[config.mk]
export PLATFORM = sky130hd
export DESIGN_NAME = fifo_word_packer
export DESIGN_NICKNAME = d
export VERILOG_FILES = /design/src/rtl/fifo_pack_pkg.sv /design/src/rtl/fifo_word_packer.sv
export SDC_FILE = /design/constraint.sdc
export NUM_CORES = 1
export LEC_CHECK = 0
export CAP_MARGIN = 5
export CORE_MARGIN = 2
export CORE_UTILIZATION = 51
export DETAILED_ROUTE_END_ITERATION = 16
export PLACE_DENSITY = 0.79
export SKIP_LAST_GASP = 1
export SLEW_MARGIN = 25
export SYNTH_ARGS = -nofsm -noshare
export SYNTH_HDL_FRONTEND = slang
export SYNTH_SLANG_ARGS = --single-unit
[constraint.sdc]
create_clock -name read_clk -period 2.81 [get_ports read_clk]
set_clock_uncertainty 0.2 [all_clocks]
set_input_delay 0.281 -clock read_clk [delete_from_list [all_inputs] [get_ports read_clk]]
set_output_delay 0.281 -clock read_clk [all_outputs]
set_load 0.02 [all_outputs]
[src/rtl/fifo_pack_pkg.sv]
// ----------------------------------------------------------------------------
// fifo_pack_pkg
// Shared definitions for the FIFO word packer and its neighbours:
//   - clog2          : integer ceiling log2 for sizing index fields
//   - DEFAULT_*      : default entry width and lane count
//   - LANE_IDX_W     : lane index width for the default lane count
//   - load_kind_e    : what the output register does on a given cycle
//   - keep_bit       : one bit of a keep mask (lane is below the fill level)
// ----------------------------------------------------------------------------
package fifo_pack_pkg;

  localparam int DEFAULT_DATA_WIDTH = 8;
  localparam int DEFAULT_LANES      = 4;

  // Ceiling log2; clog2(1) = 0.
  function automatic integer clog2(input integer value);
    integer v;
    integer r;
    v = value - 1;
    r = 0;
    while (v > 0) begin
      r = r + 1;
      v = v >> 1;
    end
    return r;
  endfunction

  localparam int LANE_IDX_W = clog2(DEFAULT_LANES);

  // Output register action selected each cycle.
  typedef enum logic [1:0] {
    LOAD_NONE    = 2'd0,  // hold contents and valid
    LOAD_FULL    = 2'd1,  // complete word from the final-lane pop
    LOAD_PARTIAL = 2'd2,  // flushed partial word
    LOAD_DRAIN   = 2'd3   // beat accepted, nothing new: drop valid
  } load_kind_e;

  // Keep-mask bit for 'lane' when 'filled' lanes hold data: (1<<filled)-1.
  function automatic logic keep_bit(input int lane, input int filled);
    return (lane < filled) ? 1'b1 : 1'b0;
  endfunction

endpackage

[src/rtl/fifo_word_packer.sv]
// ----------------------------------------------------------------------------
// fifo_word_packer
// Drains the show-ahead read port of async_fifo and packs LANES consecutive
// entries into one wide word on a valid/ready stream. A flush pulse emits the
// partially filled word (unused lanes zero, out_last=1).
//
// Ports:
//   read_clk      in   FIFO read clock; the whole block runs on it
//   read_reset_n  in   asynchronous active-low reset
//   fifo_empty    in   FIFO empty flag
//   fifo_data     in   FIFO head entry, valid whenever fifo_empty=0
//   fifo_read_en  out  pop request (combinational, 0 during reset)
//   flush         in   single-cycle partial-word flush request
//   out_valid     out  output word valid
//   out_ready     in   downstream accept
//   out_data      out  packed word, lane 0 = first-popped entry in the LSBs
//   out_keep      out  per-lane valid mask
//   out_last      out  beat produced by a flush
//   flush_busy    out  flush accepted but not yet completed
// ----------------------------------------------------------------------------
module fifo_word_packer
  import fifo_pack_pkg::*;
#(
  parameter int DATA_WIDTH = DEFAULT_DATA_WIDTH,
  parameter int LANES      = DEFAULT_LANES
) (
  input  logic                        read_clk,
  input  logic                        read_reset_n,
  input  logic                        fifo_empty,
  input  logic [DATA_WIDTH-1:0]       fifo_data,
  output logic                        fifo_read_en,
  input  logic                        flush,
  output logic                        out_valid,
  input  logic                        out_ready,
  output logic [DATA_WIDTH*LANES-1:0] out_data,
  output logic [LANES-1:0]            out_keep,
  output logic                        out_last,
  output logic                        flush_busy
);

  localparam int                IDX_W     = clog2(LANES);
  localparam int                ACC_W     = DATA_WIDTH * (LANES - 1);
  localparam logic [IDX_W-1:0]  LAST_LANE = IDX_W'(LANES - 1);
  localparam logic [IDX_W-1:0]  IDX_ZERO  = {IDX_W{1'b0}};
  localparam logic [IDX_W-1:0]  IDX_ONE   = IDX_W'(1);

  // Registered state
  logic [ACC_W-1:0]             acc_r;
  logic [IDX_W-1:0]             lane_idx_r;
  logic                         flush_pending_r;
  logic                         out_valid_r;
  logic [DATA_WIDTH*LANES-1:0]  out_data_r;
  logic [LANES-1:0]             out_keep_r;
  logic                         out_last_r;

  // Combinational decisions
  logic                         out_free_s;
  logic                         last_lane_s;
  logic                         pop_s;
  load_kind_e                   load_kind_s;
  logic [IDX_W-1:0]             lane_idx_nxt_s;
  logic                         flush_pending_nxt_s;
  logic [ACC_W-1:0]             partial_acc_s;
  logic [LANES-1:0]             keep_partial_s;

  // Pop decision, output-register action and next lane/flush state.
  always_comb begin
    out_free_s          = !out_valid_r || out_ready;
    last_lane_s         = (lane_idx_r == LAST_LANE);
    // The final lane can only be popped when the output register can take it.
    pop_s               = !fifo_empty && !flush_pending_r && (!last_lane_s || out_free_s);
    load_kind_s         = LOAD_NONE;
    lane_idx_nxt_s      = lane_idx_r;
    flush_pending_nxt_s = flush_pending_r;

    // pop_s and flush_pending_r never coexist, so the branches are exclusive.
    if (pop_s && last_lane_s) begin
      load_kind_s = LOAD_FULL;
    end else if (flush_pending_r && (lane_idx_r != IDX_ZERO) && out_free_s) begin
      load_kind_s = LOAD_PARTIAL;
    end else if (out_ready) begin
      load_kind_s = LOAD_DRAIN;
    end else begin
      load_kind_s = LOAD_NONE;
    end

    if (pop_s) begin
      lane_idx_nxt_s = last_lane_s ? IDX_ZERO : (lane_idx_r + IDX_ONE);
    end else if (load_kind_s == LOAD_PARTIAL) begin
      lane_idx_nxt_s = IDX_ZERO;
    end else begin
      lane_idx_nxt_s = lane_idx_r;
    end

    // A pending flush finishes immediately when nothing is accumulated,
    // otherwise when its partial word is loaded. New pulses are ignored
    // while one is pending.
    if (flush_pending_r) begin
      if ((lane_idx_r == IDX_ZERO) || (load_kind_s == LOAD_PARTIAL)) begin
        flush_pending_nxt_s = 1'b0;
      end else begin
        flush_pending_nxt_s = 1'b1;
      end
    end else if (flush) begin
      flush_pending_nxt_s = 1'b1;
    end else begin
      flush_pending_nxt_s = 1'b0;
    end
  end

  // Partial word: lanes at or above the fill level are forced to zero.
  always_comb begin
    partial_acc_s  = {ACC_W{1'b0}};
    keep_partial_s = {LANES{1'b0}};
    for (int i = 0; i < LANES; i++) begin
      keep_partial_s[i] = keep_bit(i, 32'(lane_idx_r));
    end
    for (int i = 0; i < LANES - 1; i++) begin
      if (keep_partial_s[i]) begin
        partial_acc_s[i*DATA_WIDTH +: DATA_WIDTH] = acc_r[i*DATA_WIDTH +: DATA_WIDTH];
      end else begin
        partial_acc_s[i*DATA_WIDTH +: DATA_WIDTH] = {DATA_WIDTH{1'b0}};
      end
    end
  end

  // Accumulator lanes; the final lane goes straight to the output register.
  always_ff @(posedge read_clk or negedge read_reset_n) begin
    if (!read_reset_n) begin
      acc_r <= {ACC_W{1'b0}};
    end else begin
      for (int i = 0; i < LANES - 1; i++) begin
        if (pop_s && !last_lane_s && (lane_idx_r == IDX_W'(i))) begin
          acc_r[i*DATA_WIDTH +: DATA_WIDTH] <= fifo_data;
        end
      end
    end
  end

  // Lane index and flush-pending state.
  always_ff @(posedge read_clk or negedge read_reset_n) begin
    if (!read_reset_n) begin
      lane_idx_r      <= IDX_ZERO;
      flush_pending_r <= 1'b0;
    end else begin
      lane_idx_r      <= lane_idx_nxt_s;
      flush_pending_r <= flush_pending_nxt_s;
    end
  end

  // Output register: loads only when free, otherwise holds the beat stable.
  always_ff @(posedge read_clk or negedge read_reset_n) begin
    if (!read_reset_n) begin
      out_valid_r <= 1'b0;
      out_data_r  <= {(DATA_WIDTH*LANES){1'b0}};
      out_keep_r  <= {LANES{1'b0}};
      out_last_r  <= 1'b0;
    end else begin
      case (load_kind_s)
        LOAD_FULL: begin
          out_valid_r <= 1'b1;
          out_data_r  <= {fifo_data, acc_r};
          out_keep_r  <= {LANES{1'b1}};
          out_last_r  <= 1'b0;
        end
        LOAD_PARTIAL: begin
          out_valid_r <= 1'b1;
          out_data_r  <= {{DATA_WIDTH{1'b0}}, partial_acc_s};
          out_keep_r  <= keep_partial_s;
          out_last_r  <= 1'b1;
        end
        LOAD_DRAIN: begin
          out_valid_r <= 1'b0;
        end
        LOAD_NONE: begin
          out_valid_r <= out_valid_r;
        end
        default: begin
          out_valid_r <= out_valid_r;
        end
      endcase
    end
  end

  assign fifo_read_en = pop_s && read_reset_n;
  assign out_valid    = out_valid_r;
  assign out_data     = out_data_r;
  assign out_keep     = out_keep_r;
  assign out_last     = out_last_r;
  assign flush_busy   = flush_pending_r;

endmodule

==> After elaboration in Yosys (flattened, before gate mapping) <==
Index checks and enable logic that the tools add are counted.
{ "classes": {"n_div": 0, "eq_ne": 6, "mul": 0, "n_mux": 19, "reduce_logical": 23, "shifts": 0, "addsub": 1, "bitwise": 0, "n_lt_le_gt_ge": 3} }
{ "op_table": {"columns": ["op", "count"], "rows": [
  ["$pmux 32 s2", 1],
  ["$mux 8", 3],
  ["$mux 2", 6],
  ["$logic_and 1x1->1", 10],
  ["$eq 2x2->1 const B", 4],
  ["$pmux 4 s2", 1],
  ["$mux 1", 6],
  ["$reduce_bool 2->1", 3],
  ["$eq 2x1->1 const B", 2],
  ["$logic_not 1->1", 4],
  ["$logic_not 2->1", 2],
  ["$lt 1x2->1 const A", 2],
  ["$pmux 1 s2", 2],
  ["$logic_or 1x1->1", 3],
  ["$add 2x1->2 const B", 1],
  ["$lt 2x2->1 const A", 1],
  ["$reduce_or 2->1", 1]
]} }
{ "totals": {"ram_bits": 0, "memories": 0, "latchBits": 0, "output_inout_bits": 40, "rom_bits": 0, "word_cells": 61, "ff_bits": 65, "input_bits": 13} }

==> Logic depth before layout (Yosys ltp) <==
Gate-level depths: netlist of the first run.
{ "logic_depth": {"depth_word": 10, "depth_mapped": 9, "ltp_nobuf": 8} }

==> Worst setup path before layout of the first run <==
Ideal clock, no wire load.
{ "synth_path": {"path_type": "reg2reg", "startpoint": "register lane_idx_r[0]", "endpoint": "register out_data_r[5] (netlist: out_data[5])", "required_ns": 2.485, "path_slack_ns": 0.420, "n_path_buf": 2, "setup_ns": 0.125, "path_stages_with_launch": 8, "synth_period_minus_slack_ns": 2.390, "t_arrival_ns": 2.065, "path_cell_list": "dfrtp_1 -> ha_1 -> nand2b_1 -> a22o_1 -> ha_1 -> buf_2 -> buf_2 -> mux2_2"} }
{ "synth_via": {"elab_chain_len": 8, "word_cells_on_any_way": 17, "cone_classes": "order compare: 1; eq/ne: 3; mux: 5; reduce/logical: 8"} }
{ "synth_rtl": {"columns": ["item", "line", "rtl"], "rows": [
  ["start: declaration", "fifo_word_packer.sv:49", "logic [IDX_W-1:0] lane_idx_r;"],
  ["start signal: assignment", "fifo_word_packer.sv:146", "lane_idx_r <= lane_idx_nxt_s;"],
  ["$eq 2x2->1", "fifo_word_packer.sv:69", "last_lane_s = (lane_idx_r == LAST_LANE);"],
  ["$logic_not 1->1", "fifo_word_packer.sv:71", "pop_s = !fifo_empty && !flush_pending_r && (!last_lane_s || out_free_s);"],
  ["$logic_or 1x1->1", "fifo_word_packer.sv:71", null],
  ["$logic_and 1x1->1", "fifo_word_packer.sv:71", null],
  ["$logic_and 1x1->1", "fifo_word_packer.sv:77", "if (pop_s && last_lane_s) begin"],
  ["$mux 2", "fifo_word_packer.sv:77", null],
  ["$eq 2x2->1 / $eq 2x1->1 (equally long branches)", "fifo_word_packer.sv:159", "case (load_kind_s)"],
  ["$pmux 32 s2 / $reduce_bool 2->1 (equally long branches)", null, null],
  ["end signal: assignment", "fifo_word_packer.sv:155", "out_data_r <= {(DATA_WIDTH*LANES){1'b0}};"],
  ["end signal: assignment", "fifo_word_packer.sv:162", "out_data_r <= {fifo_data, acc_r};"],
  ["end signal: assignment", "fifo_word_packer.sv:168", "out_data_r <= {{DATA_WIDTH{1'b0}}, partial_acc_s};"],
  ["end: declaration", "fifo_word_packer.sv:52", "logic [DATA_WIDTH*LANES-1:0] out_data_r;"]
]} }
Several ways; a longest one is shown, not always the timed one.
A chain may end at the register's enable or synchronous reset.

==> Worst setup path in the final report of the first run <==
{ "layout_path": {"startpoint": "register lane_idx_r[0]", "endpoint": "output port fifo_read_en"} }
{ "layout_via": {"elab_chain_len": 5} }
{ "layout_rtl": {"columns": ["item", "line", "rtl"], "rows": [
  ["$eq 2x2->1", "fifo_word_packer.sv:69", null],
  ["$logic_not 1->1", "fifo_word_packer.sv:71", null],
  ["$logic_or 1x1->1", "fifo_word_packer.sv:71", null],
  ["$logic_and 1x1->1", "fifo_word_packer.sv:71", null],
  ["$logic_and 1x1->1", "fifo_word_packer.sv:185", "assign fifo_read_en = pop_s && read_reset_n;"],
  ["end: declaration", "fifo_word_packer.sv:31", "output logic fifo_read_en,"]
]} }
No other way between the ends.

==> metrics.cfg, run 1 <==
[global_route]
grt_max_degree=66
antenna_found_initial=0
grt_pass1_wl_mm=8.28
grtUsageTotal=0.190
globalRoute.totalOverflow=0
grt_pass1_vias=1737

[status]
outcome=finished clean

[pwr]
p_sw_frac=0.351
combPwrFrac=0.453
pwr-share-seq=0.358
intPower_mw=3.03
powerDensity_mw_per_mm2=1340
clkPwrFrac=0.190
power_leakage_nw=1.53
power.switching_mw=1.64
max-vdd-ir-drop_mv=0.787

[synth]
synth_edf_count=0
synth_common_cells=65 x dfrtp_1, 34 x mux2_2, 17 x a22o_1, 14 x inv_1, 11 x o21ai_0
syn_area_per_cell_um2=13.9
synth_area_leaders=dfrtp_1 61%, mux2_2 14%, a22o_1 5.6%
yosys_warnings=0
yosysMostFrequentCell=dfrtp_1
synthesis.nets=210
syn_area_mm2=0.00265
synth.yosys.seq_area_share=0.614
synth_area_leader_cell=dfrtp_1
synth_top_area_share=0.614
synthArstFlopShare=1.00
synthCells=190
synth.distinct_cells=29
ys.flop_type=dfrtp_1
synth-seq-cells=65

[clocking]
cts_sinks=65
cts_tree=built
clk_latency_ns=0.34
clk_pin_slew_ns=0.08
clock-root-buffer=clkbuf_8
clk_path_buf_depth=2
cts_buffers=9
cts_resized=0
htreeDepth=3
cts_setup_buffers=0

[sta]
max_freq_ghz=0.386
rsz0062_at_grt=false
timing.hold.ws_ns=0.268
tightest_slew_ns=0.782
relSlewSlack=0.479
finalCritPeriodShare=0.923
slew_violations=0
finalSetupViolCount=0
setup-tns-final_ns=0
hold_viol=0
fin_crit_ns=2.59

[hold_path]
hold_depth=1
min_from=out_keep[0]$_DFFE_PN0P_
holdPathEnd=out_keep[0]$_DFFE_PN0P_
hold_class=flop to flop

[worst_setup_path]
crit_chain=ha_1, a211o_1, nor2_1, clkdlybuf4s50_1
crit_type=flop to primary output
crit_path_end_kind=primary output
regToRegSetupSlack_ns=0.35
worstPathRequired_ns=2.33
timing.rr.start=lane_idx_r[0]$_DFFE_PN0P_
cp-start-kind=flop
r2r_cells=6
cp_slowest_cell=clkdlybuf4s50_1
max_stage_delay_ns=0.61
cp_max_fo=6
cp_data_arrival_time_ns=2.11
reg2reg_to=out_data[9]$_DFFE_PN0P_

[final_layout]
syn_to_final_growth_pct=31.5
num_antenna_cells=0
drive_gt1_frac=0.236
fin_nets=269
n_fill_cell=372

[routing]
first_iter_violations=51
wirelength_mm=5.13
drc_errors=0
drtPass1Iterations=4
vias=1715
wl_per_cell_um=15.8
vias_per_cell=5.29
ant_nets=0

[flow_run]
maxCapViolCount=0

[die]
rows=26
start_util=0.525
io_pins=53
die-area_mm2=0.00578
design.core.area_mm2=0.00504
dieWidth_um=76.1
die_h_um=76.1

[place]
io_buffer_count=52
place.gp.congestion=0.850
hpwl_mm=3.44

-- worst max-delay path: cells and delay by family (launching register included) --
family / cells / cell delay (ns)
and+or+nand+nor: 1 / 0.10
DFF: 1 / 0.43
AOI/OAI and AO/OA: 1 / 0.33
buffers and inverters: 1 / 0.61
adders and majority gates: 1 / 0.32
-- cells in the final DEF (no fill, tap or decap), types with 3 or more instances in the layout --
| cell | n |
|---|---|
| buf_4 | 3 |
| clkdlybuf4s50_1 | 51 |
| mux2_2 | 34 |
| o21ai_0 | 11 |
| a22o_1 | 17 |
| inv_1 | 14 |
| nand3b_1 | 8 |
| clkbuf_8 | 10 |
| dfrtp_1 | 65 |
| ha_1 | 7 |
-- sequential cells by signal, summed over array words and instances (netlist names) --
signal,flops
lane_idx_r,2
out_data,32
out_keep,4
out_valid,1
acc_r,24
flush_busy,1
out_last,1
-- kinds of logic after synthesis --
kind of cell | Yosys count | share of synthesized area
buffers and inverters | 24 | 0.0397
AND/OR/NAND/NOR | 21 | 0.0567
adder cells (fa/ha/maj) | 7 | 0.0331
multiplexers | 35 | 0.148
AO/OA/AOI/OAI | 38 | 0.108
flip-flops | 65 | 0.614
-- layout make-up --
class | count | area, um2 | share of cell area
Multi-Input combinational cell | 101 | 916 | 0.263
Inverter | 15 | 56.3 | 0.0162
Tap cell | 70 | 87.6 | 0.0252
Clock buffer | 10 | 138 | 0.0395
Timing Repair Buffer | 57 | 568 | 0.163
Clock inverter | 6 | 90.1 | 0.0259
Sequential cell | 65 | 1630 | 0.467
-- worst max path at each step --
stage                                   start                       end  slack [ns]  depth (start not counted)
floorplan           lane_idx_r[0]$_DFFE_PN0P_   out_data[5]$_DFFE_PN0P_        0.42                          7
global placement                    out_ready              fifo_read_en        0.37                          5
detailed placement                  out_ready  out_data[17]$_DFFE_PN0P_        0.33                          6
CTS                 lane_idx_r[0]$_DFFE_PN0P_              fifo_read_en        0.20                          4
finish              lane_idx_r[0]$_DFFE_PN0P_              fifo_read_en        0.22                          4
global route        lane_idx_r[0]$_DFFE_PN0P_              fifo_read_en        0.13                          4
-- routing by layer --
metal	vias to the layer above	global-route usage	wire (um)	part of all wire
li1	783	-	-	-
met1	878	0.245	2400	0.47
met2	40	0.298	2380	0.46
met3	14	0.0415	201	0.039
met4	0	0.115	158	0.031
met5	-	0	0	0
-- power by group through the flow --
stage          Clock, mW  Sequential (mW)  Combinational, mW
6_report           0.885             1.67               2.11
5_1_grt            0.935             1.73               2.27
4_1_cts            0.899             1.67               2.13
2_1_floorplan          0             1.92               1.05
3_3_place_gp           0             1.67               2.05
3_5_place_dp           0             1.68               2.11
-- repair_timing --
action | in CTS | in global routing
setup endpoints to repair | 0 | 0
hold buffers | 1 | 0
endpoints found under the hold margin | 35 | 0
-- stage by stage --
step	power, mW	setup slack [ns]	std cells	util	instance area [um2]
CTS	4.70	0.202	324	0.691	3480
global route	4.93	0.126	324	0.691	3480
floorplan	2.98	0.420	190	-	2650
finish	4.67	0.216	324	0.691	3480
detailed placement	3.79	0.334	307	0.643	3240
global placement	3.73	0.367	307	0.643	3240
(Power assumes the default switching activity.)
==> run 2, diff against run 1 <==
--- a/config.mk
+++ b/config.mk
@@ -7,9 +7,9 @@
 export LEC_CHECK = 0
 export CAP_MARGIN = 5
 export CORE_MARGIN = 2
-export CORE_UTILIZATION = 51
+export CORE_UTILIZATION = 46
 export DETAILED_ROUTE_END_ITERATION = 16
-export PLACE_DENSITY = 0.79
+export PLACE_DENSITY = 0.75
 export SKIP_LAST_GASP = 1
 export SLEW_MARGIN = 25
 export SYNTH_ARGS = -nofsm -noshare
==> constraint.sdc (replaced) <==
create_clock -name read_clk -period 2.3 [get_ports read_clk]
set_clock_uncertainty 0.2 [all_clocks]
set_input_delay 0.23 -clock read_clk [delete_from_list [all_inputs] [get_ports read_clk]]
set_output_delay 0.23 -clock read_clk [all_outputs]
set_load 0.02 [all_outputs]
==> metrics.cfg, run 2 (same netlist as run 1, synthesis figures left out) <==
[routing]
vias_per_cell=5.19  ; -1.9%
vias=1770  ; +3.2%
first_iter_violations=121  ; +140%
drtPass1Iterations=4  ; unchanged
drc_errors=0  ; unchanged
wirelength_mm=5.62  ; +9.6%
wl_per_cell_um=16.5  ; +4.1%
ant_nets=0  ; unchanged

[die]
start_util=0.478  ; -0.0472
die_h_um=79.9  ; +5.0%
rows=27  ; +3.8%
die-area_mm2=0.00638  ; +10%
io_pins=53  ; unchanged
dieWidth_um=79.9  ; +5.0%
design.core.area_mm2=0.00554  ; +9.9%

[sta]
finalSetupViolCount=0  ; unchanged
relSlewSlack=0.472  ; -0.00723
hold_viol=0  ; unchanged
slew_violations=0  ; unchanged
rsz0062_at_grt=false
tightest_slew_ns=0.792  ; +0.0108 ns
setup_slack_ns=0.0799  ; -0.136 ns
fin_crit_ns=2.22
finalCritPeriodShare=0.965
max_freq_ghz=0.450

[place]
io_buffer_count=52  ; unchanged
place.gp.congestion=0.790  ; -7.0%
hpwl_mm=3.61  ; +5.0%
pre_cts_ws_ns=-0.135  ; -0.469 ns
place_area_mm2=0.00334  ; +3.1%
placed_cells=320  ; +4.2%

[status]
outcome=finished clean

[worst_setup_path]
crit_type=flop to flop
cp-start-kind=flop
cp_max_fo=6  ; unchanged
cp_data_arrival_time_ns=2.24  ; +0.13 ns
crit_path_end_kind=flop
worstPathRequired_ns=2.32  ; about the same

[clocking]
clk_path_buf_depth=2  ; unchanged
clock-root-buffer=clkbuf_8
htreeDepth=3  ; unchanged
clk_latency_ns=0.33  ; about the same
clk_pin_slew_ns=0.07  ; about the same
cts_tree=built
cts_sinks=65  ; unchanged
cts_buffers=9  ; unchanged

[final_layout]
layout_commonest_cell=dfrtp_1
final_cells=341  ; +5.2%
fin_util=0.660  ; -0.0307
layout_common_cells=63 x dfrtp_1, 50 x clkdlybuf4s50_1, 34 x mux2_2, 17 x a22o_1, 16 x buf_4
num_antenna_cells=0  ; unchanged
stdcell_area_mm2=0.00366  ; +5.0%
largest_register_ffs=32  ; unchanged
drive_gt1_frac=0.297  ; +0.0612
fin_nets=284  ; +5.6%
syn_to_final_growth_pct=38.1

[pwr]
power.switching_mw=2.09  ; +28%
power_leakage_nw=1.61  ; +4.9%
max-vdd-ir-drop_mv=0.738  ; -6.3%
fin_total_pwr_mw=6.03  ; +29%
p_sw_frac=0.347  ; -0.00430
powerDensity_mw_per_mm2=1650  ; +23%
combPwrFrac=0.477  ; +0.024
intPower_mw=3.94  ; +30%
pwr-share-seq=0.340  ; -0.018
clkPwrFrac=0.183  ; -0.007

[global_route]
grt_max_degree=66  ; unchanged
grt_pass1_wl_mm=9.16  ; +11%
globalRoute.totalOverflow=0  ; unchanged
grt_pass1_vias=1875  ; +7.9%
grtUsageTotal=0.194  ; +0.00360
antenna_found_initial=0  ; unchanged

[hold_path]
hold_class=input port to flop

[flow_run]
maxCapViolCount=0  ; unchanged

run 2: routing by layer:
layer | up-vias | global-route usage | wire length, um
met1 | 883 | 0.267 | 2600
met3 | 10 | 0.0373 | 224
met4 | 0 | 0.0932 | 103
met2 | 58 | 0.296 | 2700
met5 | - | 0 | 0
li1 | 819 | - | -
run 2: worst paths after layout:
check                                     startpoint                   endpoint  slack [ns]  cells after the start
max in group asynchronous               read_reset_n  lane_idx_r[0]$_DFFE_PN0P_        0.90                      3
min                                            flush       flush_busy$_DFF_PN0_        0.27                      3
min in group asynchronous               read_reset_n    out_keep[2]$_DFFE_PN0P_        0.45                      3
min reg2reg                  out_keep[0]$_DFFE_PN0P_    out_keep[0]$_DFFE_PN0P_        0.28                      1
max reg2reg                lane_idx_r[1]$_DFFE_PN0P_   out_data[12]$_DFFE_PN0P_        0.08                      9
max                        lane_idx_r[1]$_DFFE_PN0P_   out_data[12]$_DFFE_PN0P_        0.08                      9
run 2: per-stage QoR:
stage	TNS, ns	hold WS, ns
5_1_grt	0	0.279
6_report	0	0.268
2_1_floorplan	0	-0.266
3_5_place_dp	-2.19	0.251
4_1_cts	0	0.264
3_3_place_gp	-1.16	0.252
run 2: power groups by stage:
| stage | clock network, mW | registers [mW] | logic, mW |
|---|---|---|---|
| after floorplan | 0 | 2.35 | 1.30 |
| after global placement | 0 | 2.04 | 2.66 |
| after detailed placement | 0 | 2.05 | 2.74 |
| after CTS | 1.12 | 2.05 | 2.87 |
| after global routing | 1.16 | 2.12 | 3.10 |
| final | 1.10 | 2.05 | 2.88 |
run 2: what timing repair did:
| action | CTS | global route |
|---|---|---|
| endpoints found under the setup margin | 19 | 27 |
| resized for setup | 4 | 6 |
| gates cloned | 1 | 0 |
| hold endpoints to repair | 65 | 0 |
| hold buffers | 1 | 0 |
| pin swaps | 2 | 0 |
| setup buffers | 3 | 0 |
run 2: critical path: stages, from the launching register on:
cell      delay (ns)
dfrtp_2         0.44
inv_1           0.12
ha_4            0.15
o21bai_1        0.07
a22o_1          0.23
ha_4            0.27
buf_4           0.15
o31a_1          0.12
buf_4           0.17
a22o_1          0.18
run 2: cell type report:
class,instances,area [um2]
repair buffers,71,684
clock inverters,4,75.1
fillers,429,1880
well taps,72,90.1
multi-input cells,102,966
inverters,15,56.3
clock buffers,12,155
flip-flops and latches,65,1630
==> run 3, diff against run 2 <==
--- a/config.mk
+++ b/config.mk
@@ -5,7 +5,6 @@
 export SDC_FILE = /design/constraint.sdc
 export NUM_CORES = 1
 export LEC_CHECK = 0
-export CAP_MARGIN = 5
 export CORE_MARGIN = 2
 export CORE_UTILIZATION = 46
 export DETAILED_ROUTE_END_ITERATION = 16
==> results of run 3 <==
Final layout, timing and power as in run 2 (identical DEF).
